==> config.mk <==
export PLATFORM = sky130hd
export DESIGN_NAME = flash_port_arbiter_flat
export DESIGN_NICKNAME = d
export VERILOG_FILES = /design/src/rtl/flash_port_arbiter_if.sv /design/src/rtl/flash_port_arbiter.sv /design/src/flat_wrapper.sv
export SDC_FILE = /design/constraint.sdc
export NUM_CORES = 1
export LEC_CHECK = 0
export ABC_AREA = 1
export BUFFER_PORTS_ARGS = -buffer_cell sky130_fd_sc_hd__buf_4
export CAP_MARGIN = 20
export CORE_MARGIN = 2
export CORE_UTILIZATION = 30
export CTS_CLUSTER_DIAMETER = 50
export CTS_CLUSTER_SIZE = 28
export DETAILED_ROUTE_END_ITERATION = 8
export GPL_ROUTABILITY_DRIVEN = 0
export SETUP_SLACK_MARGIN = 0.3
export SYNTH_ARGS = -nofsm -noshare
export SYNTH_HDL_FRONTEND = slang
export SYNTH_SLANG_ARGS = --single-unit
==> constraint.sdc <==
create_clock -name clk_i -period 2.4 [get_ports clk_i]
set_input_delay 0.48 -clock clk_i [delete_from_list [all_inputs] [get_ports clk_i]]
set_output_delay 0.48 -clock clk_i [all_outputs]
set_load 0.1 [all_outputs]
==> src/rtl/flash_port_arbiter_if.sv <==
// Requester, invalidate and flash-controller signals of the flash port arbiter.
interface flash_port_arbiter_if #(
    parameter int unsigned DATA_WIDTH = 32
);
    localparam int unsigned ADDR_WIDTH = 24;

    // Instruction requester
    logic                  i_req_i;
    logic [ADDR_WIDTH-1:0] i_addr_i;
    logic                  i_ready_o;
    logic [DATA_WIDTH-1:0] i_data_o;

    // Data requester
    logic                  d_req_i;
    logic [ADDR_WIDTH-1:0] d_addr_i;
    logic                  d_ready_o;
    logic [DATA_WIDTH-1:0] d_data_o;

    // Line buffer control
    logic                  inval_i;

    // Flash controller
    logic                  fl_req_o;
    logic [ADDR_WIDTH-1:0] fl_addr_o;
    logic                  fl_write_o;
    logic                  fl_ready_i;
    logic [DATA_WIDTH-1:0] fl_data_i;

    // Arbiter side
    modport slave (
        input  i_req_i, i_addr_i, d_req_i, d_addr_i, inval_i, fl_ready_i, fl_data_i,
        output i_ready_o, i_data_o, d_ready_o, d_data_o, fl_req_o, fl_addr_o, fl_write_o
    );

    // Requesters and flash controller side
    modport master (
        output i_req_i, i_addr_i, d_req_i, d_addr_i, inval_i, fl_ready_i, fl_data_i,
        input  i_ready_o, i_data_o, d_ready_o, d_data_o, fl_req_o, fl_addr_o, fl_write_o
    );
endinterface

==> src/rtl/flash_port_arbiter.sv <==
// Round-robin arbiter sharing one read-only flash port between an instruction
// and a data requester, with a one-word line buffer in front of the flash.
module flash_port_arbiter #(
    parameter int unsigned DATA_WIDTH = 32
) (
    input logic                clk_i,
    input logic                reset_i,
    flash_port_arbiter_if.slave bus
);
    localparam int unsigned ADDR_WIDTH = 24;
    localparam int unsigned TAG_WIDTH  = ADDR_WIDTH - 2;

    typedef enum logic [1:0] {
        IDLE  = 2'd0,
        ISSUE = 2'd1,
        WAIT  = 2'd2,
        RESP  = 2'd3
    } state_t;

    typedef enum logic {
        PORT_I = 1'b0,
        PORT_D = 1'b1
    } port_t;

    state_t                state;
    port_t                 last_grant;
    port_t                 grant_q;
    logic                  buf_valid;
    logic [TAG_WIDTH-1:0]  buf_tag;
    logic [DATA_WIDTH-1:0] buf_data;

    port_t                 grant_c;
    logic                  any_req_c;
    logic [TAG_WIDTH-1:0]  grant_tag_c;
    logic                  hit_c;

    // Byte-offset bits of the requester addresses carry no information.
    logic unused_addr_lsbs;
    assign unused_addr_lsbs = ^{bus.i_addr_i[1:0], bus.d_addr_i[1:0]};

    // The flash port is read-only from this block.
    assign bus.fl_write_o = 1'b0;

    // Round-robin pick and line-buffer lookup for the IDLE decision.
    always_comb begin
        any_req_c   = bus.i_req_i | bus.d_req_i;
        grant_c     = PORT_I;
        if (bus.i_req_i && bus.d_req_i) begin
            grant_c = (last_grant == PORT_I) ? PORT_D : PORT_I;
        end else if (bus.d_req_i) begin
            grant_c = PORT_D;
        end
        grant_tag_c = (grant_c == PORT_D) ? bus.d_addr_i[ADDR_WIDTH-1:2]
                                          : bus.i_addr_i[ADDR_WIDTH-1:2];
        // An invalidate in the lookup cycle forces a miss.
        hit_c       = buf_valid && !bus.inval_i && (buf_tag == grant_tag_c);
    end

    // Transaction FSM, line buffer and registered requester/flash outputs.
    always_ff @(posedge clk_i or negedge reset_i) begin
        if (!reset_i) begin
            state         <= IDLE;
            last_grant    <= PORT_I;
            grant_q       <= PORT_I;
            buf_valid     <= 1'b0;
            buf_tag       <= '0;
            buf_data      <= '0;
            bus.fl_req_o  <= 1'b0;
            bus.fl_addr_o <= '0;
            bus.i_ready_o <= 1'b0;
            bus.i_data_o  <= '0;
            bus.d_ready_o <= 1'b0;
            bus.d_data_o  <= '0;
        end else begin
            if (bus.inval_i) begin
                buf_valid <= 1'b0;
            end

            case (state)
                IDLE: begin
                    if (any_req_c) begin
                        grant_q    <= grant_c;
                        last_grant <= grant_c;
                        if (hit_c) begin
                            state <= RESP;
                            if (grant_c == PORT_D) begin
                                bus.d_ready_o <= 1'b1;
                                bus.d_data_o  <= buf_data;
                            end else begin
                                bus.i_ready_o <= 1'b1;
                                bus.i_data_o  <= buf_data;
                            end
                        end else begin
                            state         <= ISSUE;
                            bus.fl_req_o  <= 1'b1;
                            bus.fl_addr_o <= {grant_tag_c, 2'b00};
                        end
                    end
                end

                // Flash ready lags the request by a cycle, so it is ignored here.
                ISSUE: begin
                    state <= WAIT;
                end

                WAIT: begin
                    if (bus.fl_ready_i) begin
                        state         <= RESP;
                        bus.fl_req_o  <= 1'b0;
                        bus.fl_addr_o <= '0;
                        buf_data      <= bus.fl_data_i;
                        buf_tag       <= bus.fl_addr_o[ADDR_WIDTH-1:2];
                        // A coincident invalidate still returns the word but leaves the buffer empty.
                        buf_valid     <= !bus.inval_i;
                        if (grant_q == PORT_D) begin
                            bus.d_ready_o <= 1'b1;
                            bus.d_data_o  <= bus.fl_data_i;
                        end else begin
                            bus.i_ready_o <= 1'b1;
                            bus.i_data_o  <= bus.fl_data_i;
                        end
                    end
                end

                RESP: begin
                    state         <= IDLE;
                    bus.i_ready_o <= 1'b0;
                    bus.i_data_o  <= '0;
                    bus.d_ready_o <= 1'b0;
                    bus.d_data_o  <= '0;
                end

                default: begin
                    state <= IDLE;
                end
            endcase
        end
    end
endmodule

==> src/flat_wrapper.sv <==
// flat-port wrapper written by rule: the top's interface ports become plain ports
module flash_port_arbiter_flat 
#(
    parameter int unsigned DATA_WIDTH = 32
)
  (clk_i, reset_i, bus_i_req_i, bus_i_addr_i, bus_d_req_i, bus_d_addr_i, bus_inval_i, bus_fl_ready_i, bus_fl_data_i, bus_i_ready_o, bus_i_data_o, bus_d_ready_o, bus_d_data_o, bus_fl_req_o, bus_fl_addr_o, bus_fl_write_o);
  flash_port_arbiter_if #(.DATA_WIDTH(DATA_WIDTH)) bus_i ();
  input logic clk_i;
  input logic reset_i;
  input wire logic [$bits(bus_i.i_req_i)-1:0] bus_i_req_i;
  input wire logic [$bits(bus_i.i_addr_i)-1:0] bus_i_addr_i;
  input wire logic [$bits(bus_i.d_req_i)-1:0] bus_d_req_i;
  input wire logic [$bits(bus_i.d_addr_i)-1:0] bus_d_addr_i;
  input wire logic [$bits(bus_i.inval_i)-1:0] bus_inval_i;
  input wire logic [$bits(bus_i.fl_ready_i)-1:0] bus_fl_ready_i;
  input wire logic [$bits(bus_i.fl_data_i)-1:0] bus_fl_data_i;
  output wire logic [$bits(bus_i.i_ready_o)-1:0] bus_i_ready_o;
  output wire logic [$bits(bus_i.i_data_o)-1:0] bus_i_data_o;
  output wire logic [$bits(bus_i.d_ready_o)-1:0] bus_d_ready_o;
  output wire logic [$bits(bus_i.d_data_o)-1:0] bus_d_data_o;
  output wire logic [$bits(bus_i.fl_req_o)-1:0] bus_fl_req_o;
  output wire logic [$bits(bus_i.fl_addr_o)-1:0] bus_fl_addr_o;
  output wire logic [$bits(bus_i.fl_write_o)-1:0] bus_fl_write_o;
  assign bus_i.i_req_i = bus_i_req_i;
  assign bus_i.i_addr_i = bus_i_addr_i;
  assign bus_i.d_req_i = bus_d_req_i;
  assign bus_i.d_addr_i = bus_d_addr_i;
  assign bus_i.inval_i = bus_inval_i;
  assign bus_i.fl_ready_i = bus_fl_ready_i;
  assign bus_i.fl_data_i = bus_fl_data_i;
  assign bus_i_ready_o = bus_i.i_ready_o;
  assign bus_i_data_o = bus_i.i_data_o;
  assign bus_d_ready_o = bus_i.d_ready_o;
  assign bus_d_data_o = bus_i.d_data_o;
  assign bus_fl_req_o = bus_i.fl_req_o;
  assign bus_fl_addr_o = bus_i.fl_addr_o;
  assign bus_fl_write_o = bus_i.fl_write_o;
  flash_port_arbiter #(.DATA_WIDTH(DATA_WIDTH)) u_core (.clk_i(clk_i), .reset_i(reset_i), .bus(bus_i));
endmodule
==> flow_metrics.tcl <==
set metrics [dict create \
    outcome "completed" \
    crit_type "register to register" \
    worstSetupStartpoint "u_core.last_grant$_DFFE_PN0P_" \
    yosysSeqAreaShare_pct 50.3 \
    start_kind "register" \
    hold_ws_ps 11.3 \
    post-route-min-period_ps 2260 \
    critPathMaxStageDelay_ps 420 \
    netlist_instances 940 \
    synthDistinctLibCells 27 \
    ys_warn_count 0 \
    fp.dieW_um 160 \
    cts_htree_levels 4 \
    end_kind "register" \
    synth_area_leader_cell "dfrtp_1" \
    core_um2 24100 \
    crit_path_max_fanout 14 \
    cts_tree "done" \
    cts_sinks 147 \
    dr.pass1.iters 5 \
    dp.cells 1407 \
    regToRegStartpoint "u_core.last_grant$_DFFE_PN0P_" \
    grt_overflow 0 \
    grt_pass1_vias 6748 \
    synth.most_common_cell "nand2_1" \
    hold_viol 0 \
    clock_path_buffers 2 \
    num_vias 7042 \
    fillers 2428 \
    cp_slowest_cell "dfrtp_1" \
    ys.flop_type "dfrtp_1" \
    n_antenna_cell 0 \
    num_rows 57 \
    synth.avg_cell_area_um2 7.78 \
    fp.dieH_um 160 \
    required_ps 2750 \
    drv_slew 0 \
    via_per_inst 4.85 \
    crit_arrival_ps 2610 \
    design.portCount 178 \
    ant_nets 0 \
    drc 0 \
    start_util_pct 30.3 \
    rsz0062_at_grt "yes" \
    finalWirelength_um 22700 \
    crit_chain "nand2_4 -> buf_8 -> nand3_1 -> nand3_2 -> nand2_2 -> nor2_4 -> nand2_1 -> nor2_2 -> buf_4 -> nand4_4 -> nand2_4 -> clkbuf_16 -> nand2_1 -> nand2_1" \
    max_cap_viol_count 0 \
    fin_crit_sh_pct 94.3 \
    clock_latency_ps 420 \
    synthTopCellsByCount "nand2_1 (297), dfrtp_1 (147), nand3_1 (109), inv_1 (82), nand4_1 (77)" \
    track_usage_pct 17.4 \
    netlist_area_um2 7310 \
    path_clk_slew_ps 70 \
    synthToLayoutAreaGrowth_pct 40.4 \
    die-area_um2 25600 \
    fmax_ghz 0.442 \
    synth_async_sr_flop_share_pct 100 \
    synth_edf_count 0 \
    finish.utilization_pct 42.6 \
    nets 1205 \
    hold_path.class "input pin to async pin" \
    post_drt_wl_per_cell_um 15.6 \
    synth_seq_cells 147 \
    grt_pass1_wl_um 35800 \
    grt_antenna_before_repair 0 \
    max_slew_margin_pct 64.4 \
    dpl.hpwl_um 14700 \
    cts_made_buffers 17 \
    stdcell_count 1452 \
    synth_area_leaders "dfrtp_1 (50%), nand2_1 (15%), nand3_1 (7.5%), nand4_1 (6.6%), o21ai_0 (4.6%)" \
    setup_violations 0 \
    numPortBuffers 170 \
    root_buffer "clkbuf_16" \
    grt_max_degree 54 \
    drtIter0Drc 424 \
    drive_gt1_share_pct 28.7 \
    tightest_slew_ps 534 \
    finClkSkew_ps 13.7 \
    crit_top_cell "nand2_1" \
    synth_top_cell_area_share_pct 50.3 \
    hold_buffers 0 \
]
[state kept, by name (all words and copies together), names as in the netlist]
name                  flops
u_core.last_grant         1
u_core.bus.d_ready_o      1
u_core.bus.i_ready_o      1
u_core.buf_tag           22
u_core.bus.fl_req_o       1
u_core.buf_valid          1
u_core.bus.fl_addr_o     22
u_core.bus.i_data_o      32
u_core.buf_data          32
u_core.bus.d_data_o      32
u_core.state              2
[final cells by class]
cell class / instances / area, um2 / share of cell area (%)
Tap cell: 324 / 405 / 3.95
Timing Repair Buffer: 222 / 1980 / 19.3
Multi-Input combinational cell: 644 / 3270 / 31.9
Clock buffer: 17 / 425 / 4.14
Sequential cell: 147 / 3680 / 35.8
Inverter: 83 / 312 / 3.03
Clock inverter: 15 / 188 / 1.83
[path summary, 6_finish.rpt]
| path | end | slack [ps] | cells after the start |
|---|---|---|---|
| max | u_core.bus.fl_addr_o[20]$_DFFE_PN0P_ | 140 | 14 |
| min | u_core.bus.i_data_o[28]$_DFFE_PN0P_ | 10 | 1 |
| max reg2reg | u_core.bus.fl_addr_o[20]$_DFFE_PN0P_ | 140 | 14 |
| min reg2reg | u_core.bus.i_data_o[18]$_DFFE_PN0P_ | 470 | 2 |
| max in group asynchronous | u_core.buf_tag[5]$_DFFE_PN0P_ | 1700 | 2 |
| min in group clk_i | u_core.buf_valid$_DFF_PN0_ | 210 | 2 |
[worst max-delay path, delay by kind of cell (launching register included)]
kind                   cells  cell delay, ps
AND/OR/NAND/NOR           11            1290
flip-flops                 1             420
buffers and inverters      3             490
[per-layer routing]
metal  vias up  track usage (%)  part of all wire, %
li1       3448                -                    -
met1      3345             23.1                   44
met3        16             4.65                  6.9
met4         0             3.73                 0.91
met2       233             28.7                   48
met5         -                0                    0
[per-stage QoR]
stage / setup TNS, ps / instance area (um2) / worst slack (ps)
detailed placement: -6850 / 9150 / -111
global placement: -5650 / 9150 / -107
finish: 0 / 10300 / 136
global route: 0 / 10300 / 27.7
floorplan: 0 / 7320 / 365
CTS: 0 / 9870 / 180
[cells by family after synthesis]
family / after synthesis / share of synthesized area (%)
buf+inv: 152 / 9.02
simple gates: 531 / 32.5
mux: 1 / 0.154
other cells: 1 / 0.0513
compound gates: 104 / 7.31
flops: 147 / 50.3
fa+ha+maj: 4 / 0.684
[cells in the final DEF (no fill, tap or decap), drive strengths merged]
cell type,instances
nand2,301
buf,218
dfrtp,147
nand3,111
inv,91
nand4,78
o21ai,68
nor2,39
a21oi,33
clkbuf,21
ha,4
clkinv,4
nand3b,3
conb,3
bufinv,2
mux2,1
a221oi,1
o21bai,1
o22ai,1
clkinvlp,1
[what timing repair did]
action,in CTS,in global routing
endpoints found under the setup margin,90,90
cloned,1,6
setup buffers,4,2
gates resized for setup,11,76
pin swaps,2,24
Power is left out: the tool's default activity adds up to more than one toggle a clock period on the data nets, which glitch-free logic cannot reach.
